**config.mk**
```make
export PLATFORM = sky130hd
export DESIGN_NAME = fifo_wr_arbiter
export DESIGN_NICKNAME = d
export VERILOG_FILES = /design/src/rtl/fifo_pkg.sv /design/src/rtl/fifo_wr_arbiter_rr_pick.sv /design/src/rtl/fifo_wr_arbiter.sv
export SDC_FILE = /design/constraint.sdc
export NUM_CORES = 1
export LEC_CHECK = 0
export BUFFER_PORTS_ARGS = -buffer_cell sky130_fd_sc_hd__buf_2
export CAP_MARGIN = 10
export CORE_ASPECT_RATIO = 1.2
export CORE_UTILIZATION = 45
export CTS_BUF_LIST = sky130_fd_sc_hd__clkbuf_16
export CTS_CLUSTER_DIAMETER = 150
export DETAILED_ROUTE_END_ITERATION = 12
export PLACE_DENSITY = 0.91
export SYNTH_ARGS = -nofsm -noshare
export SYNTH_HDL_FRONTEND = slang
export SYNTH_HIERARCHICAL = 1
export SYNTH_SLANG_ARGS = --single-unit
```
**constraint.sdc**
```tcl
create_clock -name wclk -period 2.4 [get_ports wclk]
set_input_delay 0.48 -clock wclk [delete_from_list [all_inputs] [get_ports wclk]]
set_output_delay 0.48 -clock wclk [all_outputs]
set_load 0.005 [all_outputs]
```
**src/rtl/fifo_pkg.sv**
```systemverilog
// fifo_pkg: shared state encodings, width defaults and helpers for the FIFO write side
package fifo_pkg;
  localparam int DATA_W_DEF = 8;
  typedef enum logic {ST_IDLE, ST_LOCK} state_t;
  function automatic int clog2(input int n);
    int r = 0;
    while ((1 << r) < n) r++;
    return r;
  endfunction
endpackage

```
**src/rtl/fifo_wr_arbiter_rr_pick.sv**
```systemverilog
// rr_pick: combinational round-robin picker, first set request at or after ptr
module rr_pick
  import fifo_pkg::*;
#(
  parameter int NUM_REQ = 4,
  localparam int ID_W = clog2(NUM_REQ)
) (
  input  logic [NUM_REQ-1:0] req,
  input  logic [ID_W-1:0]    ptr,
  output logic               any,
  output logic [ID_W-1:0]    idx
);
  assign any = |req;
  // scan offsets from farthest to nearest so the nearest set request wins
  always_comb begin
    idx = ptr;
    for (int k = NUM_REQ - 1; k >= 0; k--)
      if (req[(int'(ptr) + k) % NUM_REQ]) idx = ID_W'((int'(ptr) + k) % NUM_REQ);
  end
endmodule

```
**src/rtl/fifo_wr_arbiter.sv**
```systemverilog
// fifo_wr_arbiter: packet-locked round-robin sharing of the FIFO write port
module fifo_wr_arbiter
  import fifo_pkg::*;
#(
  parameter int NUM_REQ = 4,
  parameter int DATA_W  = DATA_W_DEF,
  parameter int CNT_W   = 16,
  localparam int ID_W   = clog2(NUM_REQ)
) (
  input  logic                      wclk,
  input  logic                      wrst,
  input  logic [NUM_REQ-1:0]        req_valid,
  input  logic [NUM_REQ-1:0]        req_last,
  input  logic [NUM_REQ*DATA_W-1:0] req_data,
  output logic [NUM_REQ-1:0]        req_ready,
  input  logic                      fifo_full,
  output logic                      fifo_wen,
  output logic [DATA_W-1:0]         fifo_wdata,
  output logic [ID_W-1:0]           grant_id,
  output logic                      busy,
  output logic [CNT_W-1:0]          word_cnt
);
  state_t            state_q, state_d;
  logic [ID_W-1:0]   rr_ptr_q, rr_ptr_d, grant_q, grant_d, pick_idx;
  logic [CNT_W-1:0]  cnt_q, cnt_d;
  logic              pick_any;
  rr_pick #(.NUM_REQ(NUM_REQ)) u_pick (
    .req(req_valid),
    .ptr(rr_ptr_q),
    .any(pick_any),
    .idx(pick_idx)
  );
  assign busy       = state_q == ST_LOCK;
  assign grant_id   = grant_q;
  assign word_cnt   = cnt_q;
  assign fifo_wdata = req_data[int'(grant_q)*DATA_W +: DATA_W];
  // arbitrate in IDLE, then pass the owner's words through until its last beat is written
  always_comb begin
    state_d   = state_q;
    rr_ptr_d  = rr_ptr_q;
    grant_d   = grant_q;
    cnt_d     = cnt_q;
    req_ready = '0;
    fifo_wen  = 1'b0;
    if (state_q == ST_IDLE) begin
      if (pick_any) begin
        grant_d = pick_idx;
        state_d = ST_LOCK;
      end
    end else begin
      req_ready[grant_q] = ~fifo_full;
      fifo_wen           = req_valid[grant_q] & ~fifo_full;
      if (fifo_wen) begin
        cnt_d = cnt_q + 1'b1;
        if (req_last[grant_q]) begin
          state_d  = ST_IDLE;
          rr_ptr_d = (grant_q == ID_W'(NUM_REQ - 1)) ? '0 : grant_q + 1'b1;
        end
      end
    end
  end
  // state, pointer, grant and counter registers
  always_ff @(posedge wclk) begin
    if (wrst) begin
      state_q  <= ST_IDLE;
      rr_ptr_q <= '0;
      grant_q  <= '0;
      cnt_q    <= '0;
    end else begin
      state_q  <= state_d;
      rr_ptr_q <= rr_ptr_d;
      grant_q  <= grant_d;
      cnt_q    <= cnt_d;
    end
  end
endmodule
```
---- Yosys cells after proc, flatten, opt, wreduce, memory -nomap -nowiden ----
Cells that the tools add are included.
word-level totals
  bits in latches ......................... 0
  bits in writable memories ............... 0
  flip-flop bits (word level) ............. 21
  ROM bits ................................ 0
  memories ................................ 0
  bits of input ports ..................... 43
  word-level logic and storage cells ...... 60
cells by class
  shift operators ......................... 1
  divide/modulo/power cells ............... 0
  equal/unequal tests ..................... 1
  $lt $le $gt $ge ......................... 6
  reduce and logical (&&, ||, !) cells .... 8
  multiply operators ...................... 0
  $add $sub $neg .......................... 5
  bitwise logic cells ..................... 7
  multiplexer cells ....................... 28
operators with widths
  cell                                                        number
  indexed part select 32 x 6 -> 8 bit                         1
  adder 16 x 1 -> 16 bit, second input constant               1
  two-way mux 1 bit                                           15
  binary-select mux 1 bit (select 2 bit)                      6
  less-than comparator 3 x 4 -> 1 bit, second input constant  3
  two-way mux 2 bit                                           5
  less-than comparator 2 x 3 -> 1 bit, second input constant  2
  OR reduction 2 bit                                          3
  adder 2 x 1 -> 2 bit, second input constant                 2
  adder 2 bit, second input constant                          2
  AND 4 bit                                                   1
  two-way mux 4 bit                                           1
  AND reduction 2 bit                                         2
  OR reduction 4 bit                                          1
  AND 1 bit, first input constant                             3
  AND reduction 3 bit                                         1
  demux 1 bit (select 2 bit)                                  1
  equality test 2 bit, second input constant                  1
  >= comparator 2 x 1 -> 1 bit, second input constant         1
  inverter 1 bit                                              2
  AND 1 bit                                                   1
  logical AND 1 bit                                           1

---- Depth between registers and ports, before layout ----
Gate-level depths: netlist (run 1).
  word-level depth ........................ 10
  gate-level depth with buffers ........... 6

---- By module ----
The synthesis (run 1) kept the hierarchy.
by module, submodules not included
  module           area an instance (um^2)  instances  cells an instance
  fifo_wr_arbiter  1316.3                   1          143
  rr_pick          100.1                    1          16

---- Worst setup path before layout (run 1) ----
Ideal clock, no wire load.
  kind .................................... register -> output
  from .................................... register grant_q[0] (netlist: grant_id[0])
  to ...................................... output port fifo_wdata[0]
  path slack .............................. 0.445 ns
  data arrival time ....................... 1.475 ns
  data required time ...................... 1.920 ns
  stages on the path, launching flop included .. 3
  cell sequence ........................... dfxtp_1 buf_1 mux4_2
on the way
  longest elaborated chain between the ends .. 1
RTL lines
  item                                 line                   RTL
  start, declared                      fifo_wr_arbiter.sv:24  logic [ID_W-1:0] rr_ptr_q, rr_ptr_d, grant_q, grant_d, pick_idx;
  start signal, assigned               fifo_wr_arbiter.sv:72  grant_q <= grant_d;
  indexed part select 32 x 6 -> 8 bit  fifo_wr_arbiter.sv:36  assign fifo_wdata = req_data[int'(grant_q)*DATA_W +: DATA_W];
  end, declared                        fifo_wr_arbiter.sv:18  output logic [DATA_W-1:0] fifo_wdata,
No other way between the ends.

---- Final worst setup path (run 1) ----
  from .................................... register state_q (netlist: busy)
  to ...................................... output port fifo_wen
on the way
  longest elaborated chain between the ends .. 1
RTL lines
  item                    line                   RTL
  start, declared         fifo_wr_arbiter.sv:23  state_t state_q, state_d;
  start signal, assigned  fifo_wr_arbiter.sv:70  state_q <= state_d;
  two-way mux 1 bit       fifo_wr_arbiter.sv:45  if (state_q == ST_IDLE) begin
  end, declared           fifo_wr_arbiter.sv:17  output logic fifo_wen,
No other way between the ends.

==> results of run 1 <==
## how the worst min path moves through the flow
| stage | startpoint | endpoint | slack, ns | cells past startpoint |
|---|---|---|---|---|
| 2_1_floorplan | rr_ptr_q[0] | rr_ptr_q[0] | 0.47 | 2 |
| 3_3_place_gp | word_cnt[9] | word_cnt[9] | 0.48 | 2 |
| 3_5_place_dp | word_cnt[7] | word_cnt[7] | 0.49 | 2 |
| 4_1_cts | word_cnt[7] | word_cnt[7] | 0.50 | 2 |
| 5_1_grt | word_cnt[8] | word_cnt[8] | 0.55 | 2 |
| 6_report | word_cnt[7] | word_cnt[7] | 0.50 | 2 |
## worst max-delay path, delay by kind of cell, from the launching register on
kind	cells	cell delay [ns]
flops	1	0.40
simple gates	1	0.37
buf+inv	3	0.36
compound gates	1	0.21
## cell type report
type / instances / area, um^2 / area share, %
Inverter: 6 / 22.5 / 1.18
Multi-Input combinational cell: 124 / 935 / 48.9
Timing Repair Buffer: 79 / 408 / 21.3
Clock inverter: 1 / 7.51 / 0.393
Tap cell: 34 / 42.5 / 2.23
Sequential cell: 21 / 420 / 22.0
Clock buffer: 3 / 75.1 / 3.93
## registers in the layout, summed over array words and instances, names as in the netlist
signal,flops
word_cnt,16
rr_ptr_q,2
busy,1
grant_id,2
## cells in the mapped netlist (all sizes together), types with 2 or more instances
master and instances:
dfxtp 21, a21oi 18, nor2 12, or4 10, mux4 8, nand3 8, o21ai 8, and2 7
o31ai 7, inv 6, nand2 6, clkbuf 5, ha 5, mux2i 5, and2b 4, or3 4
buf 3, nand4 3, mux2 2, nand3b 2, nor2b 2, nor3 2, o41ai 2
## cells by family after synthesis
| logic type | count (synthesis) | share of synthesized area, % |
|---|---|---|
| simple gates | 65 | 26.9 |
| compound gates | 38 | 16.2 |
| flops | 21 | 29.7 |
| mux | 15 | 17.8 |
| buf+inv | 14 | 4.33 |
| fa+ha+maj | 5 | 4.42 |
| xor+xnor | 1 | 0.618 |
## power by group through the flow
stage,clock [mW],sequential (mW),combinational (mW)
floorplan,0,0.370,0.0812
global route,0.377,0.363,0.171
CTS,0.369,0.362,0.154
global placement,0,0.369,0.149
finish,0.364,0.362,0.153
detailed placement,0,0.370,0.154
## layer usage
metal	track usage (%)	part of all wire (%)	vias up
met5	0	0	-
met4	8.55	1.5	0
met3	2.42	8.3	5
met2	40.5	51	73
met1	24.6	39	734
li1	-	-	755
## cell usage in the layout (no fill, tap or decap), drive strengths merged, types with 5 or more instances in the layout
master  count
dfxtp      21
o21ai       8
mux4        8
ha          5
o31ai       7
mux2i       5
inv         6
buf        79
nand2       6
and2        7
a21oi      18
or4        10
nor2       12
nand3       8
## metrics by stage
stage          hold slack [ns]  setup WS [ns]  instance area [um^2]  utilization (%)  cells
6_report                 0.501          0.310                  1910             66.1    268
3_3_place_gp             0.483          0.384                  1830             63.2    264
5_1_grt                  0.546          0.230                  1910             66.1    268
2_1_floorplan            0.467          0.445                  1420                -    159
4_1_cts                  0.501          0.311                  1910             66.1    268
3_5_place_dp             0.489          0.333                  1830             63.2    264
==> reports/qor.yml, run 1 <==
floorplanning:
  core_mm2: 0.00289
  core.rowCount: 21
  dieArea_mm2: 0.00338
  fp.dieW_um: 53.2
  die_height_um: 63.5
  floorplan.initialDensity_pct: 49.0
  io-pin-count: 75
power_and_ir_drop:
  p_total_uw: 879
  swShare_pct: 24.1
  power_frac_seq_pct: 41.2
  pwr_density_cell_mw_per_mm2: 460
  max-vdd-ir-drop_mv: 0.448
  pwr-share-comb_pct: 17.4
  p_leak_nw: 0.812
  p_int_uw: 667
  power_frac_clock_pct: 41.5
  switchingPower_uw: 212
sta:
  fin_setup_tns_ns: 0
  setup-violations-final: 0
  fmax_mhz: 479
  period_needed_ns: 2.09
  final_hold_viol_count: 0
  final-max-slew-violation-count: 0
  tightestPinTransition_ns: 0.377
  period_share_pct: 87.1
  slew_headroom_pct: 74.9
  skew_ns: 0.00881
  rsz0062_at_grt: "no"
critical_path:
  cp-start-kind: "register"
  crit_fanout: 16
  endpoint: "fifo_wen"
  cp.arrival_ns: 1.61
  path_class: "reg -> out"
  r2r_slack_ns: 0.46
  r2r_cells: 4
  crit_path_start: "busy"
  worstReg2RegStart: "word_cnt[2]"
  crit_required_ns: 1.92
  crit_chain: "or3b_1, o22a_1, buf_4, inv_1, buf_2"
  rr_endpoint: "word_cnt[15]"
  slowest_stage: "dfxtp_1"
  cpPeakStageDelay_ns: 0.40
  endpoint_kind: "output pin"
hold_path:
  hp-class: "reg -> reg"
grt:
  grt_usage_pct: 22.1
  grt_pass1_vias: 1377
  grt_max_degree: 23
  grt_pass1_wl_um: 5690
  grt_overflow: 0
  antenna_found_initial: 0
final_layout:
  area_growth_pct: 34.9
  diodes: 0
  layout-drive-gt1-share_pct: 41.0
  fillers: 251
  nNetsFinal: 283
placed_design:
  portBuffers: 74
  gp_congestion: 0.844
  dp_hpwl_um: 2800
clocking:
  cts_tree: "done"
  clockBufferDepth: 2
  cts_buffers: 3
  cts_resized: 0
  path_clk_slew_ns: 0.06
  ctsHoldBuffers: 0
  root_buffer: "clkbuf_16"
  cts_max_level: 1
  numClockSinks: 21
  post-cts-setup-buffers: 0
  clk_latency_ns: 0.26
synthesis:
  seq_area_frac_synth_pct: 29.7
  yosys-top-cells-area: "dfxtp_1, mux4_2, a21oi_1"
  synth_cells: 159
  synth_nets: 207
  synth-seq-cells: 21
  async_flop_share_pct: 0
  yosys_warnings: 6
  synth_edf_count: 0
  yosysTopAreaCellShare_pct: 29.7
  synth_cell_types: 35
  syn_avg_cell_area_um2: 8.91
  syn_area_mm2: 0.00142
  synth_largest_area_cell: "dfxtp_1"
  synth_ff_type: "dfxtp_1"
drt:
  avgRoutedWirePerCell_um: 13.6
  drc_errors: 0
  wirelength_um: 3640
  via_per_inst: 5.85
  antenna_left: 0
  dr.pass1.iters: 4
  drtIter0Drc: 51
  vias: 1567
outcome:
  status: "finished, final reports clean"
job:
  max-cap-violations: 0
Power figures use the tool's default switching activity.
==> run 2, diff against run 1 <==
--- a/config.mk
+++ b/config.mk
@@ -7,7 +7,7 @@
 export LEC_CHECK = 0
 export BUFFER_PORTS_ARGS = -buffer_cell sky130_fd_sc_hd__buf_2
 export CAP_MARGIN = 10
-export CORE_ASPECT_RATIO = 1.2
+export CORE_ASPECT_RATIO = 1.1
 export CORE_UTILIZATION = 45
 export CTS_BUF_LIST = sky130_fd_sc_hd__clkbuf_16
 export CTS_CLUSTER_DIAMETER = 150
==> run 2 against run 1 <==
Net effect: count of clock-buffer cells in the layout unchanged; register-to-register slack worse by 0.12 ns; global-route usage is 0.26 points lower; critical path type unchanged; critical endpoint unchanged; largest power group is now registers.
==> reports/qor.yml, run 2 (same netlist as run 1, synthesis figures left out) <==
sta:
  final_hold_viol_count: 0  # unchanged
  tightestPinTransition_ns: 0.395  # +0.0181 ns
  final-max-slew-violation-count: 0  # unchanged
  setup-violations-final: 0  # unchanged
  fmax_mhz: 472  # -1.4%
  slew_headroom_pct: 73.7  # -1.2 points
  skew_ns: 0.00368  # -0.00512 ns
  period_share_pct: 88.3  # +1.2 points
  rsz0062_at_grt: "no"
  fin_setup_tns_ns: 0  # unchanged
  period_needed_ns: 2.12  # +0.0297 ns
clocking:
  clk_latency_ns: 0.25  # about the same
  root_buffer: "clkbuf_16"
  ctsHoldBuffers: 0  # unchanged
  cts_buffers: 3  # unchanged
  cts_max_level: 1  # unchanged
  numClockSinks: 21  # unchanged
  clockBufferDepth: 2  # unchanged
  path_clk_slew_ns: 0.06  # about the same
  cts_tree: "done"
power_and_ir_drop:
  max-vdd-ir-drop_mv: 0.361  # -19%
  p_leak_nw: 0.816  # +0.50%
  p_total_uw: 862  # -2.0%
  pwr_density_cell_mw_per_mm2: 451  # -1.9%
critical_path:
  endpoint_kind: "output pin"
  crit_chain: "or3b_1, o22a_2, inv_1, buf_2"
  crit_required_ns: 1.92  # about the same
  timing.critical_path.buf_inv: 2  # -1
  crit_fanout: 24  # +8
  cp_top_family: "flip-flops"
  path_class: "reg -> out"
  cpPeakStageDelay_ns: 0.42  # +0.02 ns
  cp-start-kind: "register"
  slowest_stage: "dfxtp_1"
  cp.arrival_ns: 1.64  # +0.03 ns
final_layout:
  largest_reg_flops: 16  # unchanged
  layout-drive-gt1-share_pct: 41.5  # +0.43 points
  area_growth_pct: 34.8  # about the same
  nNetsFinal: 283  # unchanged
  fillers: 252  # +0.40%
  multi_input_area_um2: 936  # +0.13%
  final_common_cell: "buf_2"
  seq_area_um2: 420  # unchanged
  design_area_mm2: 0.00191  # about the same
  layout_common_cells: "buf_2, dfxtp_1, a21oi_1, nor2_1, or4_1"
  diodes: 0  # unchanged
grt:
  grt_pass1_wl_um: 5860  # +2.9%
  antenna_found_initial: 0  # unchanged
  grt_max_degree: 25  # +8.7%
  grt_usage_pct: 21.8  # -0.26 points
  grt_pass1_vias: 1436  # +4.3%
  grt_overflow: 0  # unchanged
drt:
  vias: 1579  # +0.77%
  dr.pass1.iters: 5  # +1
  drtIter0Drc: 57  # +12%
  drc_errors: 0  # unchanged
  via_per_inst: 5.89  # +0.77%
  wirelength_um: 3600  # -1.3%
  antenna_left: 0  # unchanged
  avgRoutedWirePerCell_um: 13.4  # -1.3%
placed_design:
  place_area_mm2: 0.00183  # unchanged
  gp_congestion: 0.835  # -1.0%
  dp_hpwl_um: 2740  # -2.1%
  portBuffers: 74  # unchanged
floorplanning:
  core.rowCount: 21  # unchanged
  io-pin-count: 75  # unchanged
  dieArea_mm2: 0.00338  # about the same
  die_height_um: 60.8  # -4.1%
  fp.dieW_um: 55.5  # +4.3%
  core_mm2: 0.00302  # +4.5%
  floorplan.initialDensity_pct: 46.9  # -2.1 points
outcome:
  status: "finished, final reports clean"
job:
  max-cap-violations: 0  # unchanged
hold_path:
  hp-class: "reg -> reg"
## run 2: cell count changes in the layout (fill, tap and decap cells not counted), sizes merged
cell / change
clkinv: +1
clkinvlp: -1
## run 2: stage by stage
| stage | utilization [%] | setup slack [ns] | std cells | hold slack, ns |
|---|---|---|---|---|
| CTS | 63.1 | 0.138 | 268 | 0.496 |
| detailed placement | 60.5 | 0.0927 | 264 | 0.490 |
| finish | 63.2 | 0.281 | 268 | 0.490 |
| floorplan | - | 0.445 | 159 | 0.467 |
| global placement | 60.5 | 0.116 | 264 | 0.480 |
| global route | 63.2 | 0.171 | 268 | 0.513 |
## run 2: layout make-up
cell class / count / area share (%)
Inverter: 6 / 1.18
Clock buffer: 3 / 3.93
Clock inverter: 1 / 0.262
Tap cell: 34 / 2.23
Timing Repair Buffer: 79 / 21.4
Multi-Input combinational cell: 124 / 49.0
Sequential cell: 21 / 22.0
## run 2: what timing repair did
action                     4_1_cts  5_1_grt
setup endpoints to repair        0        2
setup buffers                    0        0
hold endpoints to repair         0        0
resized for setup                0        1
## run 2: worst min-delay path, stage by stage, from the launching register on
cell,delay (ns)
dfxtp_1,0.32
o31ai_1,0.06
a21oi_1,0.05
## run 2: routing by layer
metal  vias up  wire, um  GRT usage, %
li1        760         -             -
met1       729      1330          21.6
met2        82      1920          44.8
met3         8       281          4.26
met4         0        63          9.64
met5         -         0             0
## run 2: path summary, 6_finish.rpt
| kind | to | startpoint | depth (start not counted) | slack (ns) |
|---|---|---|---|---|
| max | fifo_wen | busy | 4 | 0.28 |
| min | word_cnt[9] | word_cnt[9] | 2 | 0.49 |
| min reg2reg | word_cnt[9] | word_cnt[9] | 2 | 0.49 |
| max reg2reg | word_cnt[4] | busy | 5 | 0.34 |
## run 2: power breakdown
part | internal (mW) | switching (mW) | leakage (nW)
registers | 0.354 | 0.00697 | 0.170
logic | 0.0864 | 0.0663 | 0.606
clock network | 0.224 | 0.124 | 0.0409
total | 0.664 | 0.197 | 0.816
==> run 3, diff against run 2 <==
--- a/config.mk
+++ b/config.mk
@@ -5,14 +5,17 @@
 export SDC_FILE = /design/constraint.sdc
 export NUM_CORES = 1
 export LEC_CHECK = 0
+export ABC_AREA = 1
 export BUFFER_PORTS_ARGS = -buffer_cell sky130_fd_sc_hd__buf_2
 export CAP_MARGIN = 10
 export CORE_ASPECT_RATIO = 1.1
-export CORE_UTILIZATION = 45
+export CORE_UTILIZATION = 48
 export CTS_BUF_LIST = sky130_fd_sc_hd__clkbuf_16
 export CTS_CLUSTER_DIAMETER = 150
 export DETAILED_ROUTE_END_ITERATION = 12
-export PLACE_DENSITY = 0.91
+export PLACE_DENSITY = 0.92
+export REMOVE_ABC_BUFFERS = 1
+export SETUP_SLACK_MARGIN = 0.02
 export SYNTH_ARGS = -nofsm -noshare
 export SYNTH_HDL_FRONTEND = slang
 export SYNTH_HIERARCHICAL = 1
==> run 3 against run 2 <==
Net effect: hold slack got worse by 0.0040 ns; non-clock buffer count shrank 3; critical path depth grew 1; sequential power up 5%; design area up 13%.
==> reports/qor.yml, run 3 <==
synthesis:
  yosys-top-cells-area: "dfxtp_1, nand2_1, nor2_1"
  synth_ff_type: "dfxtp_1"
  synth_edf_count: 0  # unchanged
  syn_avg_cell_area_um2: 5.89  # -34%
  synth-seq-cells: 21  # unchanged
  async_flop_share_pct: 0  # unchanged
  synthTopCellsByCount: "nand2_1, nor2_1, inv_1"
  seq_area_frac_synth_pct: 24.5  # -5.2 points
  synth_cells: 291  # +83%
  syn_area_mm2: 0.00172  # +21%
  yosys_warnings: 6  # unchanged
  synth_cell_types: 29  # -17%
  synth_largest_area_cell: "dfxtp_1"
  synth.most_common_cell: "nand2_1"
  yosysTopAreaCellShare_pct: 24.5  # -5.2 points
clocking:
  numClockSinks: 21  # unchanged
  cts_max_level: 1  # unchanged
  cts_buffers: 3  # unchanged
  path_clk_slew_ns: 0.06  # about the same
  post-cts-setup-buffers: 0  # unchanged
  root_buffer: "clkbuf_16"
  clockBufferDepth: 2  # unchanged
  cts_resized: 0  # unchanged
  clk_latency_ns: 0.25  # about the same
  cts_tree: "done"
  ctsHoldBuffers: 0  # unchanged
power_and_ir_drop:
  swShare_pct: 30.9  # +8.0 points
  max-vdd-ir-drop_mv: 0.249  # -31%
  power_frac_clock_pct: 34.2  # -6.1 points
  pwr_density_cell_mw_per_mm2: 470  # +4.1%
  p_leak_nw: 1.15  # +41%
  p_total_mw: 1.02  # +18%
  switchingPower_uw: 314  # +59%
  p_int_uw: 702  # +5.7%
  pwr-share-comb_pct: 28.5  # +11 points
  power_frac_seq_pct: 37.3  # -4.6 points
placed_design:
  gp_congestion: 0.800  # -4.2%
  pre_cts_ws_ns: 0.644  # +0.551 ns
  dp_hpwl_um: 3220  # +17%
  portBuffers: 74  # unchanged
  place_area_mm2: 0.00208  # +14%
drt:
  dr.pass1.iters: 5  # unchanged
  antenna_left: 0  # unchanged
  drc_errors: 0  # unchanged
  vias: 1981  # +25%
  via_per_inst: 4.86  # -18%
  avgRoutedWirePerCell_um: 10.2  # -24%
  wirelength_um: 4170  # +16%
  drtIter0Drc: 125  # +120%
critical_path:
  r2r_cells: 7  # +2
  timing.critical_path.buf_inv: 3  # +1
  rr_endpoint: "word_cnt[9]"
  cp.arrival_ns: 1.55  # -0.09 ns
  crit_required_ns: 1.92  # about the same
  cp_top_family: "flip-flops"
  path_class: "reg -> out"
  path_common_cell: "inv_1"
  crit_fanout: 14  # -42%
  slowest_stage: "dfxtp_1"
  endpoint_kind: "output pin"
  cpPeakStageDelay_ns: 0.55  # +0.13 ns
  cp-start-kind: "register"
  worstReg2RegStart: "grant_id[1]"
  crit_chain: "inv_1, ha_1, inv_1, nor2_1, buf_2"
  r2r_slack_ns: 0.70  # +0.36 ns
floorplanning:
  die_height_um: 64.7  # +6.3%
  core.rowCount: 22  # +4.8%
  fp.dieW_um: 59  # +6.3%
  core_mm2: 0.00339  # +12%
  floorplan.initialDensity_pct: 50.7  # +3.8 points
  io-pin-count: 75  # unchanged
  dieArea_mm2: 0.00382  # +13%
final_layout:
  final_util_pct: 63.9  # +0.71 points
  seq_area_um2: 420  # unchanged
  design_area_mm2: 0.00216  # +13%
  multi_input_area_mm2: 0.00105  # +12%
  fillers: 324  # +29%
  layout_common_cells: "nand2_1, buf_2, nor2_1, inv_1, nand3_1"
  area_growth_pct: 26.1
  diodes: 0  # unchanged
  layout-drive-gt1-share_pct: 26.4  # -15 points
  nNetsFinal: 409  # +45%
  final_common_cell: "nand2_1"
  largest_reg_flops: 16  # unchanged
sta:
  fmax_mhz: 492  # +4.3%
  skew_ns: 0.00113  # -0.00255 ns
  slew_headroom_pct: 71.4  # -2.3 points
  fin_setup_tns_ns: 0  # unchanged
  rsz0062_at_grt: "no"
  period_share_pct: 84.7  # -3.6 points
  final_hold_viol_count: 0  # unchanged
  final-max-slew-violation-count: 0  # unchanged
  period_needed_ns: 2.03  # -0.0869 ns
  setup-violations-final: 0  # unchanged
  worst_slack_ns: 0.368  # +0.0869 ns
  tightestPinTransition_ns: 0.428  # +0.0333 ns
grt:
  antenna_found_initial: 0  # unchanged
  grt_overflow: 0  # unchanged
  grtUsageMet2_pct: 40.6  # -4.1 points
  grt_pass1_vias: 1801  # +25%
  grt_max_degree: 25  # unchanged
  use_met3_pct: 3.19  # -1.1 points
  grt_usage_pct: 23.4  # +1.5 points
  grt.met1_usage_pct: 28.0  # +6.3 points
  grt_pass1_wl_um: 7120  # +22%
  gr-max-usage-layer: "met2"
hold_path:
  whs_endpoint: "word_cnt[5]"
  hp-class: "in -> reg"
  hold_depth: 2  # unchanged
  hp-start: "wrst"
job:
  max-cap-violations: 0  # unchanged
outcome:
  status: "finished, final reports clean"
run 3: cell count changes after synthesis, moves of 7 or more:
| cell | change |
|---|---|
| nand2_1 | +69 |
| nand3_1 | +15 |
| o31ai_1 | -7 |
| nor2_1 | +34 |
| mux4_2 | -8 |
| o22ai_1 | +8 |
| or4_1 | -10 |
| inv_1 | +32 |
| o21ai_0 | +13 |
| and2_1 | -7 |
run 3: layer usage:
layer	wire [um]	vias up
met3	110	11
met4	82	0
li1	-	1055
met1	1930	877
met5	0	-
met2	2050	38
run 3: area by class of cell:
cell class                 count  area share, %
multi-input combinational    215           48.5
sequential                    21           19.4
timing repair buffer          76           17.8
inverter                      44           7.87
clock buffer                   3           3.47
tap                           48           2.78
clock inverter                 1          0.174
run 3: power groups by stage:
stage	Sequential (mW)	Clock [mW]	Combinational, mW
after detailed placement	0.386	0	0.289
after CTS	0.379	0.353	0.291
after floorplan	0.392	0	0.169
after global placement	0.386	0	0.285
final	0.379	0.347	0.290
after global routing	0.382	0.368	0.327
run 3: how the worst max path moves through the flow:
| stage | startpoint | endpoint | depth (start not counted) |
|---|---|---|---|
| 6_report | grant_id[1] | req_ready[1] | 5 |
| 4_1_cts | grant_id[1] | req_ready[1] | 5 |
| 2_1_floorplan | grant_id[0] | fifo_wen | 4 |
| 3_3_place_gp | grant_id[1] | req_ready[0] | 5 |
| 3_5_place_dp | grant_id[1] | req_ready[1] | 5 |
| 5_1_grt | grant_id[1] | req_ready[0] | 5 |
run 3: worst reg2reg max path: cells and delay by family (launching register included):
| kind | cells | cell delay [ns] |
|---|---|---|
| flops | 1 | 0.42 |
| buf+inv | 2 | 0.58 |
| compound gates | 1 | 0.21 |
| simple gates | 4 | 0.38 |
run 3: kinds of logic after synthesis:
kind of cell,share of synthesized area (%)
buf+inv,14.4
fa+ha+maj,3.65
simple gates,38.2
xor+xnor,3.06
flops,24.5
compound gates,16.2
run 3: stage by stage:
step           hold slack (ns)  std cells
3_3_place_gp             0.489        404
6_report                 0.486        408
3_5_place_dp             0.514        404
5_1_grt                  0.491        408
4_1_cts                  0.479        408
2_1_floorplan            0.497        280
